<file path="src/rtl/ysyx_23060025_axi_rd_arbiter_pkg.sv">
// Shared encodings for the two-master AXI read arbiter: FSM states, master IDs,
// AXI size/burst constants and the beat-counter helper.
package ysyx_23060025_axi_rd_arbiter_pkg;

    typedef enum logic [1:0] {
        IDLE = 2'b00,
        AR   = 2'b01,
        R    = 2'b10
    } arb_state_e;

    localparam logic ICACHE = 1'b0;
    localparam logic LSU    = 1'b1;

    localparam logic [2:0] AXI_SIZE_1B = 3'b000;
    localparam logic [2:0] AXI_SIZE_2B = 3'b001;
    localparam logic [2:0] AXI_SIZE_4B = 3'b010;
    localparam logic [2:0] AXI_SIZE_8B = 3'b011;

    localparam logic [1:0] AXI_BURST_FIXED = 2'b00;
    localparam logic [1:0] AXI_BURST_INCR  = 2'b01;
    localparam logic [1:0] AXI_BURST_WRAP  = 2'b10;

    // Saturates at zero so a late rlast keeps being reported instead of wrapping.
    function automatic logic [7:0] beat_dec(input logic [7:0] cnt);
        return (cnt == 8'd0) ? 8'd0 : cnt - 8'd1;
    endfunction

endpackage

</file>
<file path="src/rtl/ysyx_23060025_rr_sel2.sv">
// Two-way request picker: round-robin on ties when rr_en=1, otherwise the LSU
// (master 1) wins ties. A lone requester always wins.
module ysyx_23060025_rr_sel2
    import ysyx_23060025_axi_rd_arbiter_pkg::*;
(
    input  logic [1:0] req,
    input  logic       lg,
    input  logic       rr_en,
    output logic       grant
);

    always_comb begin
        grant = req[1];
        if (req == 2'b11) begin
            grant = rr_en ? ~lg : LSU;
        end
    end

endmodule

</file>
<file path="src/rtl/ysyx_23060025_axi_rd_arbiter.sv">
// Shares one AXI4 read channel between the icache (master 0) and the LSU
// (master 1), granting whole transactions from AR handshake through rlast.
module ysyx_23060025_axi_rd_arbiter
    import ysyx_23060025_axi_rd_arbiter_pkg::*;
#(
    parameter int ADDR_WIDTH = 32,
    parameter int DATA_WIDTH = 32,
    parameter bit RR_EN      = 1'b1
) (
    input  logic                  clock,
    input  logic                  reset,

    input  logic [ADDR_WIDTH-1:0] m0_araddr,
    input  logic                  m0_arvalid,
    output logic                  m0_arready,
    input  logic [7:0]            m0_arlen,
    input  logic [2:0]            m0_arsize,
    input  logic [1:0]            m0_arburst,
    output logic                  m0_rvalid,
    input  logic                  m0_rready,
    output logic [DATA_WIDTH-1:0] m0_rdata,
    output logic [1:0]            m0_rresp,
    output logic                  m0_rlast,

    input  logic [ADDR_WIDTH-1:0] m1_araddr,
    input  logic                  m1_arvalid,
    output logic                  m1_arready,
    input  logic [7:0]            m1_arlen,
    input  logic [2:0]            m1_arsize,
    input  logic [1:0]            m1_arburst,
    output logic                  m1_rvalid,
    input  logic                  m1_rready,
    output logic [DATA_WIDTH-1:0] m1_rdata,
    output logic [1:0]            m1_rresp,
    output logic                  m1_rlast,

    output logic [ADDR_WIDTH-1:0] s_araddr,
    output logic                  s_arvalid,
    input  logic                  s_arready,
    output logic [7:0]            s_arlen,
    output logic [2:0]            s_arsize,
    output logic [1:0]            s_arburst,
    input  logic                  s_rvalid,
    output logic                  s_rready,
    input  logic [DATA_WIDTH-1:0] s_rdata,
    input  logic [1:0]            s_rresp,
    input  logic                  s_rlast,

    output logic                  grant_id,
    output logic                  busy,
    output logic                  proto_err
);

    arb_state_e state_q, state_d;
    logic       grant_id_q;
    logic       lg_q;
    logic [7:0] beat_cnt_q;
    logic       proto_err_q;
    logic       grant_sel;
    logic       ar_hs;
    logic       r_hs;

    ysyx_23060025_rr_sel2 u_sel (
        .req   ({m1_arvalid, m0_arvalid}),
        .lg    (lg_q),
        .rr_en (RR_EN),
        .grant (grant_sel)
    );

    assign ar_hs = (state_q == AR) && s_arvalid && s_arready;
    assign r_hs  = (state_q == R) && s_rvalid && s_rready;

    always_ff @(posedge clock or negedge reset) begin
        if (!reset) begin
            state_q     <= IDLE;
            grant_id_q  <= ICACHE;
            lg_q        <= LSU;
            beat_cnt_q  <= 8'd0;
            proto_err_q <= 1'b0;
        end else begin
            state_q <= state_d;
            if (state_q == IDLE && (m0_arvalid || m1_arvalid)) begin
                grant_id_q <= grant_sel;
            end
            if (ar_hs) begin
                beat_cnt_q <= s_arlen;
                lg_q       <= grant_id_q;
            end
            if (r_hs) begin
                beat_cnt_q <= beat_dec(beat_cnt_q);
                // rlast must coincide exactly with the final counted beat.
                if (s_rlast != (beat_cnt_q == 8'd0)) begin
                    proto_err_q <= 1'b1;
                end
            end
        end
    end

    always_comb begin
        state_d = state_q;
        case (state_q)
            IDLE:    if (m0_arvalid || m1_arvalid) state_d = AR;
            AR:      if (ar_hs) state_d = R;
            R:       if (r_hs && s_rlast) state_d = IDLE;
            default: state_d = IDLE;
        endcase
    end

    always_comb begin
        s_araddr   = '0;
        s_arvalid  = 1'b0;
        s_arlen    = 8'd0;
        s_arsize   = 3'd0;
        s_arburst  = 2'd0;
        s_rready   = 1'b0;
        m0_arready = 1'b0;
        m1_arready = 1'b0;
        m0_rvalid  = 1'b0;
        m0_rdata   = '0;
        m0_rresp   = 2'd0;
        m0_rlast   = 1'b0;
        m1_rvalid  = 1'b0;
        m1_rdata   = '0;
        m1_rresp   = 2'd0;
        m1_rlast   = 1'b0;
        case (state_q)
            AR: begin
                if (grant_id_q == LSU) begin
                    s_araddr   = m1_araddr;
                    s_arvalid  = m1_arvalid;
                    s_arlen    = m1_arlen;
                    s_arsize   = m1_arsize;
                    s_arburst  = m1_arburst;
                    m1_arready = s_arready;
                end else begin
                    s_araddr   = m0_araddr;
                    s_arvalid  = m0_arvalid;
                    s_arlen    = m0_arlen;
                    s_arsize   = m0_arsize;
                    s_arburst  = m0_arburst;
                    m0_arready = s_arready;
                end
            end
            R: begin
                if (grant_id_q == LSU) begin
                    s_rready  = m1_rready;
                    m1_rvalid = s_rvalid;
                    m1_rdata  = s_rdata;
                    m1_rresp  = s_rresp;
                    m1_rlast  = s_rlast;
                end else begin
                    s_rready  = m0_rready;
                    m0_rvalid = s_rvalid;
                    m0_rdata  = s_rdata;
                    m0_rresp  = s_rresp;
                    m0_rlast  = s_rlast;
                end
            end
            default: ;
        endcase
    end

    assign grant_id  = grant_id_q;
    assign busy      = (state_q != IDLE);
    assign proto_err = proto_err_q;

endmodule

</file>
<file path="config.mk">
export PLATFORM = sky130hd
export DESIGN_NAME = ysyx_23060025_axi_rd_arbiter
export DESIGN_NICKNAME = d
export VERILOG_FILES = /design/src/rtl/ysyx_23060025_axi_rd_arbiter_pkg.sv /design/src/rtl/ysyx_23060025_rr_sel2.sv /design/src/rtl/ysyx_23060025_axi_rd_arbiter.sv
export SDC_FILE = /design/constraint.sdc
export NUM_CORES = 1
export LEC_CHECK = 0
export ABC_AREA = 1
export CORE_MARGIN = 8
export CORE_UTILIZATION = 26
export DETAILED_ROUTE_END_ITERATION = 12
export PLACE_DENSITY = 0.92
export SLEW_MARGIN = 20
export SYNTH_ARGS = -nofsm -noshare
export SYNTH_HDL_FRONTEND = slang
export SYNTH_SLANG_ARGS = --single-unit
</file>
<file path="constraint.sdc">
create_clock -name clock -period 2.2 [get_ports clock]
set_clock_uncertainty 0.15 [all_clocks]
set_input_delay 0.33 -clock clock [delete_from_list [all_inputs] [get_ports clock]]
set_output_delay 0.33 -clock clock [all_outputs]
set_load 0.02 [all_outputs]
</file>
# After elaboration in Yosys (flattened, before gate mapping)
# Index checks and enable logic that the tools add are counted.
[totals] register_bits=13 in_bits=133
[classes] add_sub_neg=1 n_eq_ne=7 n_mux=40 n_bitwise=1 reduce_logical=13
[ops] operator="$mux W32" count=6
[ops] operator="$mux W8" count=5
[ops] operator="$mux W2" count=9
[ops] operator="$mux W1" count=17
[ops] operator="$logic_not A8 Y1" count=1
[ops] operator="$sub A8 B1 Y8 const B" count=1
[ops] operator="$logic_and A1 B1 Y1" count=6
[ops] operator="$mux W3" count=2
[ops] operator="$pmux W2 S3" count=1
[ops] operator="$eq A2 B2 Y1 const B" count=2
[ops] operator="$ne A2 B1 Y1 const B" count=2
[ops] operator="$reduce_bool A2 Y1" count=2
[ops] operator="$reduce_and A3 Y1" count=1
[ops] operator="$eq A2 B1 Y1 const B" count=1
[ops] operator="$logic_not A2 Y1" count=1
[ops] operator="$ne A2 B2 Y1 const B" count=1
[ops] operator="$reduce_and A2 Y1" count=1
[ops] operator="$logic_or A1 B1 Y1" count=1
[ops] operator="$ne A1 B1 Y1" count=1
[ops] operator="$not A1 Y1" count=1

# Depth between registers and ports, before layout
[depth] word_depth=6 depth_mapped=10 ltp_nobuf=10

# By module
# From an unflattened synthesis, not the netlist that was laid out.
[hier_totals] cells_unflattened=398 hier_area_um2=1991.9
[by_module_without_submodules] mod="ysyx_23060025_axi_rd_arbiter" instances=1 cells_per_inst=395 area_per_inst_um2=1979.4
[by_module_without_submodules] mod="ysyx_23060025_rr_sel2" instances=1 cells_per_inst=3 area_per_inst_um2=12.5

# Worst setup path after synthesis
# No wires, ideal clock.
[synth_path] path_type="reg-to-output" from="register grant_id_q, in the netlist grant_id" to="output m1_arready" arrival_time_ns=1.547 setup_slack_ns=0.173 path_stages_with_launch=6 n_path_buf=3 path_cell_list="dfrtp_1 inv_2 buf_6 buf_6 buf_6 nor3_1"
[synth_between] elab_chain_cells=2
[synth_lines] item="start, declared" line_no="ysyx_23060025_axi_rd_arbiter.sv:55" source="logic grant_id_q;"
[synth_lines] item="start signal, assigned" line_no="ysyx_23060025_axi_rd_arbiter.sv:83" source="grant_id_q <= grant_sel;"
[synth_lines] item="$mux W1" line_no="ysyx_23060025_axi_rd_arbiter.sv:128" source="if (grant_id_q == LSU) begin"
[synth_lines] item="$mux W1" line_no="ysyx_23060025_axi_rd_arbiter.sv:126" source="case (state_q)"
[synth_lines] item="end, declared" line_no="ysyx_23060025_axi_rd_arbiter.sv:27" source="output logic m1_arready,"
# No other way between the ends.

# Worst setup path in the final report
[layout_path] from="register grant_id_q, in the netlist grant_id" to="output s_arlen[6]"
[layout_between] elab_chain_cells=2
[layout_lines] item="$mux W8" line_no="ysyx_23060025_axi_rd_arbiter.sv:128"
[layout_lines] item="$mux W8" line_no="ysyx_23060025_axi_rd_arbiter.sv:126"
[layout_lines] item="end, declared" line_no="ysyx_23060025_axi_rd_arbiter.sv:40" source="output logic [7:0] s_arlen,"
# No other way between the ends.

==> flow_summary.html <==
<table>
<tr><th>Metric</th><th>Value</th></tr>
<tr><th colspan="2">Power and ir drop</th></tr>
<tr><td>Power share of the combinational group</td><td>0.852</td></tr>
<tr><td>Seq pwr share</td><td>0.103</td></tr>
<tr><td>Worst IR Drop VDD</td><td>621 uV</td></tr>
<tr><td>Net switching power</td><td>2630 uW</td></tr>
<tr><td>Cell Pwr Density</td><td>1010 nW/um2</td></tr>
<tr><td>Part of the total power dissipated in the clock network</td><td>0.045</td></tr>
<tr><td>Net switching fraction of the power</td><td>0.552</td></tr>
<tr><td>Leakage power summed over all cells</td><td>0.00273 uW</td></tr>
<tr><td>P_int</td><td>2130 uW</td></tr>
<tr><td>Power consumption</td><td>4760 uW</td></tr>
<tr><th colspan="2">Critical path</th></tr>
<tr><td>Critical path arrival</td><td>1.65 ns</td></tr>
<tr><td>Slowest Stage Delay on Critical Path</td><td>0.41 ns</td></tr>
<tr><td>Cell Chain, Critical Path</td><td>buf_4 &gt; nor2_1 &gt; or3_1 &gt; inv_1 &gt; dlygate4sd2_1</td></tr>
<tr><td>Crit path buffers/inverters</td><td>3</td></tr>
<tr><td>Required @ worst endpoint</td><td>1.72 ns</td></tr>
<tr><td>CP max-delay cell</td><td>dfrtp_2</td></tr>
<tr><td>Crit Path Category</td><td>reg2out</td></tr>
<tr><td>Largest fanout on the critical path</td><td>4</td></tr>
<tr><td>CP endpoint kind</td><td>primary output</td></tr>
<tr><td>Startpoint class of the critical path</td><td>flip-flop</td></tr>
<tr><td>Kind of cell adding the most delay to the critical path</td><td>buffers and inverters</td></tr>
<tr><th colspan="2">Routing</th></tr>
<tr><td>Total number of vias</td><td>3,481</td></tr>
<tr><td>Antenna viol nets, final</td><td>0</td></tr>
<tr><td>Routed WL</td><td>11.5 mm</td></tr>
<tr><td>DRC violations left</td><td>0</td></tr>
<tr><td>Violation count after the first detailed-routing iteration</td><td>164</td></tr>
<tr><td>Detail-routed via count per cell</td><td>4.56</td></tr>
<tr><td>Wirelength per Cell</td><td>15.1 um</td></tr>
<tr><td>Number of iterations in the first detailed-routing pass</td><td>4</td></tr>
<tr><th colspan="2">Clocking</th></tr>
<tr><td>Cell at the root of the clock tree</td><td>clkbuf_8</td></tr>
<tr><td>Clock sink count</td><td>13</td></tr>
<tr><td>Number of buffers created by CTS</td><td>3</td></tr>
<tr><td>Clock-pin transition on the worst setup and hold timing paths</td><td>0.06 ns</td></tr>
<tr><td>Maximum clock path buffer count</td><td>2</td></tr>
<tr><td>Count of H-tree levels built during CTS</td><td>1</td></tr>
<tr><td>Clk Latency, worst-skew pair</td><td>0.24 ns</td></tr>
<tr><td>Clock tree from TritonCTS</td><td>built</td></tr>
<tr><th colspan="2">Placed design</th></tr>
<tr><td>Detail Placement HPWL</td><td>10.1 mm</td></tr>
<tr><td>IO Port Bufs</td><td>256</td></tr>
<tr><td>Total cell area at the placement stage</td><td>4820 um2</td></tr>
<tr><td>Routability cong.</td><td>0.860</td></tr>
<tr><th colspan="2">Timing</th></tr>
<tr><td>Relative slew slack</td><td>0.609</td></tr>
<tr><td>Final Hold Viols</td><td>0</td></tr>
<tr><td>Number of pins with negative max-slew slack in the final report</td><td>0</td></tr>
<tr><td>Unrepaired setup endpoints after global routing</td><td>no</td></tr>
<tr><td>Slew of the pin with the lowest slew margin</td><td>0.585 ns</td></tr>
<tr><td>Highest achievable clock rate</td><td>0.470 GHz</td></tr>
<tr><td>Total Neg Setup Slack</td><td>0 ns</td></tr>
<tr><td>Final setup fails</td><td>0</td></tr>
<tr><td>Clock period minus worst slack</td><td>2.13 ns</td></tr>
<tr><td>Post-Route Hold Slack</td><td>0.315 ns</td></tr>
<tr><td>Final period utilization</td><td>0.967</td></tr>
<tr><th colspan="2">Global route</th></tr>
<tr><td>Aggregate global routing overflow</td><td>0</td></tr>
<tr><td>Vias in the first global route</td><td>3,504</td></tr>
<tr><td>Total track usage</td><td>0.202</td></tr>
<tr><td>Maximum number of pins on one net before global-route repair</td><td>40</td></tr>
<tr><td>First-pass GRT wire length</td><td>18.0 mm</td></tr>
<tr><td>Initial antenna violation count</td><td>0</td></tr>
<tr><th colspan="2">Logic synthesis</th></tr>
<tr><td>Synth Flop Type</td><td>dfrtp_1</td></tr>
<tr><td>Syn Nets</td><td>530</td></tr>
<tr><td>Synth top area share</td><td>0.227</td></tr>
<tr><td>Dominant cells by area after synthesis</td><td>nand2_1 23%, nor2_1 18%, dfrtp_1 15%</td></tr>
<tr><td>Share of flip-flops with an asynchronous set or reset after synthesis</td><td>1.00</td></tr>
<tr><td>Total of warnings raised by yosys</td><td>0</td></tr>
<tr><td>Gate count of the mapped netlist</td><td>396</td></tr>
<tr><td>Most instantiated library cell after synthesis</td><td>nand2_1</td></tr>
<tr><td>Number of enable flip-flop cells after synthesis</td><td>0</td></tr>
<tr><td>Sequential fraction of the synthesis area</td><td>0.163</td></tr>
<tr><td>Flip-flop and latch count after synthesis</td><td>13</td></tr>
<tr><td>Cell Area, Synth</td><td>2000 um2</td></tr>
<tr><td>Mean post-synth cell area</td><td>5.06 um2</td></tr>
<tr><td>Library cell with the largest summed area after synthesis</td><td>nand2_1</td></tr>
<tr><td>Most instantiated cells after synthesis</td><td>121 x nand2_1, 97 x nor2_1, 52 x inv_1</td></tr>
<tr><td>Synth cell types</td><td>26</td></tr>
<tr><th colspan="2">Die</th></tr>
<tr><td>Initial core utilization</td><td>0.263</td></tr>
<tr><td>Core area</td><td>7610 um2</td></tr>
<tr><td>Total number of placement rows</td><td>32</td></tr>
<tr><td>Die ar.</td><td>10,800 um2</td></tr>
<tr><td>Die height</td><td>104 um</td></tr>
<tr><td>Total I/O pin count</td><td>257</td></tr>
<tr><td>Horizontal die dimension</td><td>104 um</td></tr>
<tr><th colspan="2">Layout</th></tr>
<tr><td>Number of inserted diodes</td><td>0</td></tr>
<tr><td>Fraction of final layout cells with drive strength greater than 1</td><td>0.0756</td></tr>
<tr><td>Post-route cell area</td><td>4710 um2</td></tr>
<tr><td>Layout-stage area growth over the synthesis result</td><td>135%</td></tr>
<tr><td>Number of nets in the finished design</td><td>796</td></tr>
<tr><th colspan="2">Worst hold path</th></tr>
<tr><td>Worst min-delay path category</td><td>in2async</td></tr>
<tr><th colspan="2">Job</th></tr>
<tr><td>Reported max-cap violation count</td><td>0</td></tr>
<tr><th colspan="2">Run status</th></tr>
<tr><td>Outcome</td><td>finished clean</td></tr>
</table>
[through the flow]
step | util | setup slack, ns | std cells
floorplan | - | 0.173 | 396
global placement | 0.634 | -0.168 | 759
detailed placement | 0.634 | -0.190 | 759
CTS | 0.620 | 0.0206 | 763
global route | 0.620 | 0.00311 | 763
finish | 0.620 | 0.0737 | 763
[power by group through the flow]
stage                     registers (uW)  logic, uW  clock network (uW)
final                                490       4060                 212
after global routing                 505       4390                 232
after CTS                            487       4080                 217
after detailed placement             486       4500                   0
after global placement               481       4420                   0
after floorplan                      494       2320                   0
[registers in the layout (all words and copies together), names as in the netlist]
register,flops
proto_err,1
grant_id,1
lg_q,1
state_q,2
beat_cnt_q,8
[area by class of cell]
class / count / area (um2)
fillers: 697 / 2890
clock buffers: 4 / 45.0
multi-input cells: 306 / 1340
flip-flops and latches: 13 / 328
repair buffers: 282 / 2670
inverters: 56 / 213
well taps: 102 / 128
[kinds of logic (layout without fill, tap and decap cells)]
| kind of cell | after synthesis | count (layout) | share of synthesized area |
|---|---|---|---|
| AND/OR/NAND/NOR | 252 | 252 | 0.519 |
| buffers and inverters | 77 | 342 | 0.171 |
| AO/OA/AOI/OAI | 50 | 50 | 0.127 |
| flip-flops | 13 | 13 | 0.163 |
| XOR/XNOR | 3 | 3 | 0.0131 |
| adder cells (fa/ha/maj) | 1 | 1 | 0.00624 |
[what timing repair did]
action                     in CTS  in global routing
buffers inserted                0                  0
setup endpoints to repair     121                 30
pin swaps                       0                  0
gates resized for setup       122                  9
hold buffers                    0                  0
[per-layer routing]
layer  vias to the layer above  track usage  part of all wire
li1                       1722            -                 -
met5                         -            0                 0
met1                      1506        0.202              0.36
met2                       223        0.359              0.49
met3                        30       0.0861              0.12
met4                         0       0.0827             0.035
[cells in the final DEF, fill, tap and decap left out, drive strengths merged]
master	instances
a21oi	44
buf	26
clkbuf	6
clkdlybuf4s15	4
clkdlybuf4s50	135
dfrtp	12
dfstp	1
dlygate4sd2	115
ha	1
inv	56
nand2	126
nand3	10
nand4	1
nor2	100
nor3	6
o21ai	4
o21bai	2
or2	6
or3	3
xnor2	2
xor2	1
[worst paths after layout]
path                       cells past startpoint                        end                   from  slack (ns)
setup reg to reg                               9  beat_cnt_q[7]$_DFFE_PN0P_   grant_id$_DFFE_PN0P_        0.35
max in group asynchronous                      1       grant_id$_DFFE_PN0P_                  reset        1.17
min in group clock                             1      proto_err$_DFFE_PN0P_  proto_err$_DFFE_PN0P_        0.33
hold reg to reg                                1      proto_err$_DFFE_PN0P_  proto_err$_DFFE_PN0P_        0.33
setup / recovery                               5                 s_arlen[6]   grant_id$_DFFE_PN0P_        0.07
hold / removal                                 1  beat_cnt_q[2]$_DFFE_PN0P_                  reset        0.31
No activity file was read; power rests on OpenSTA's default activity.
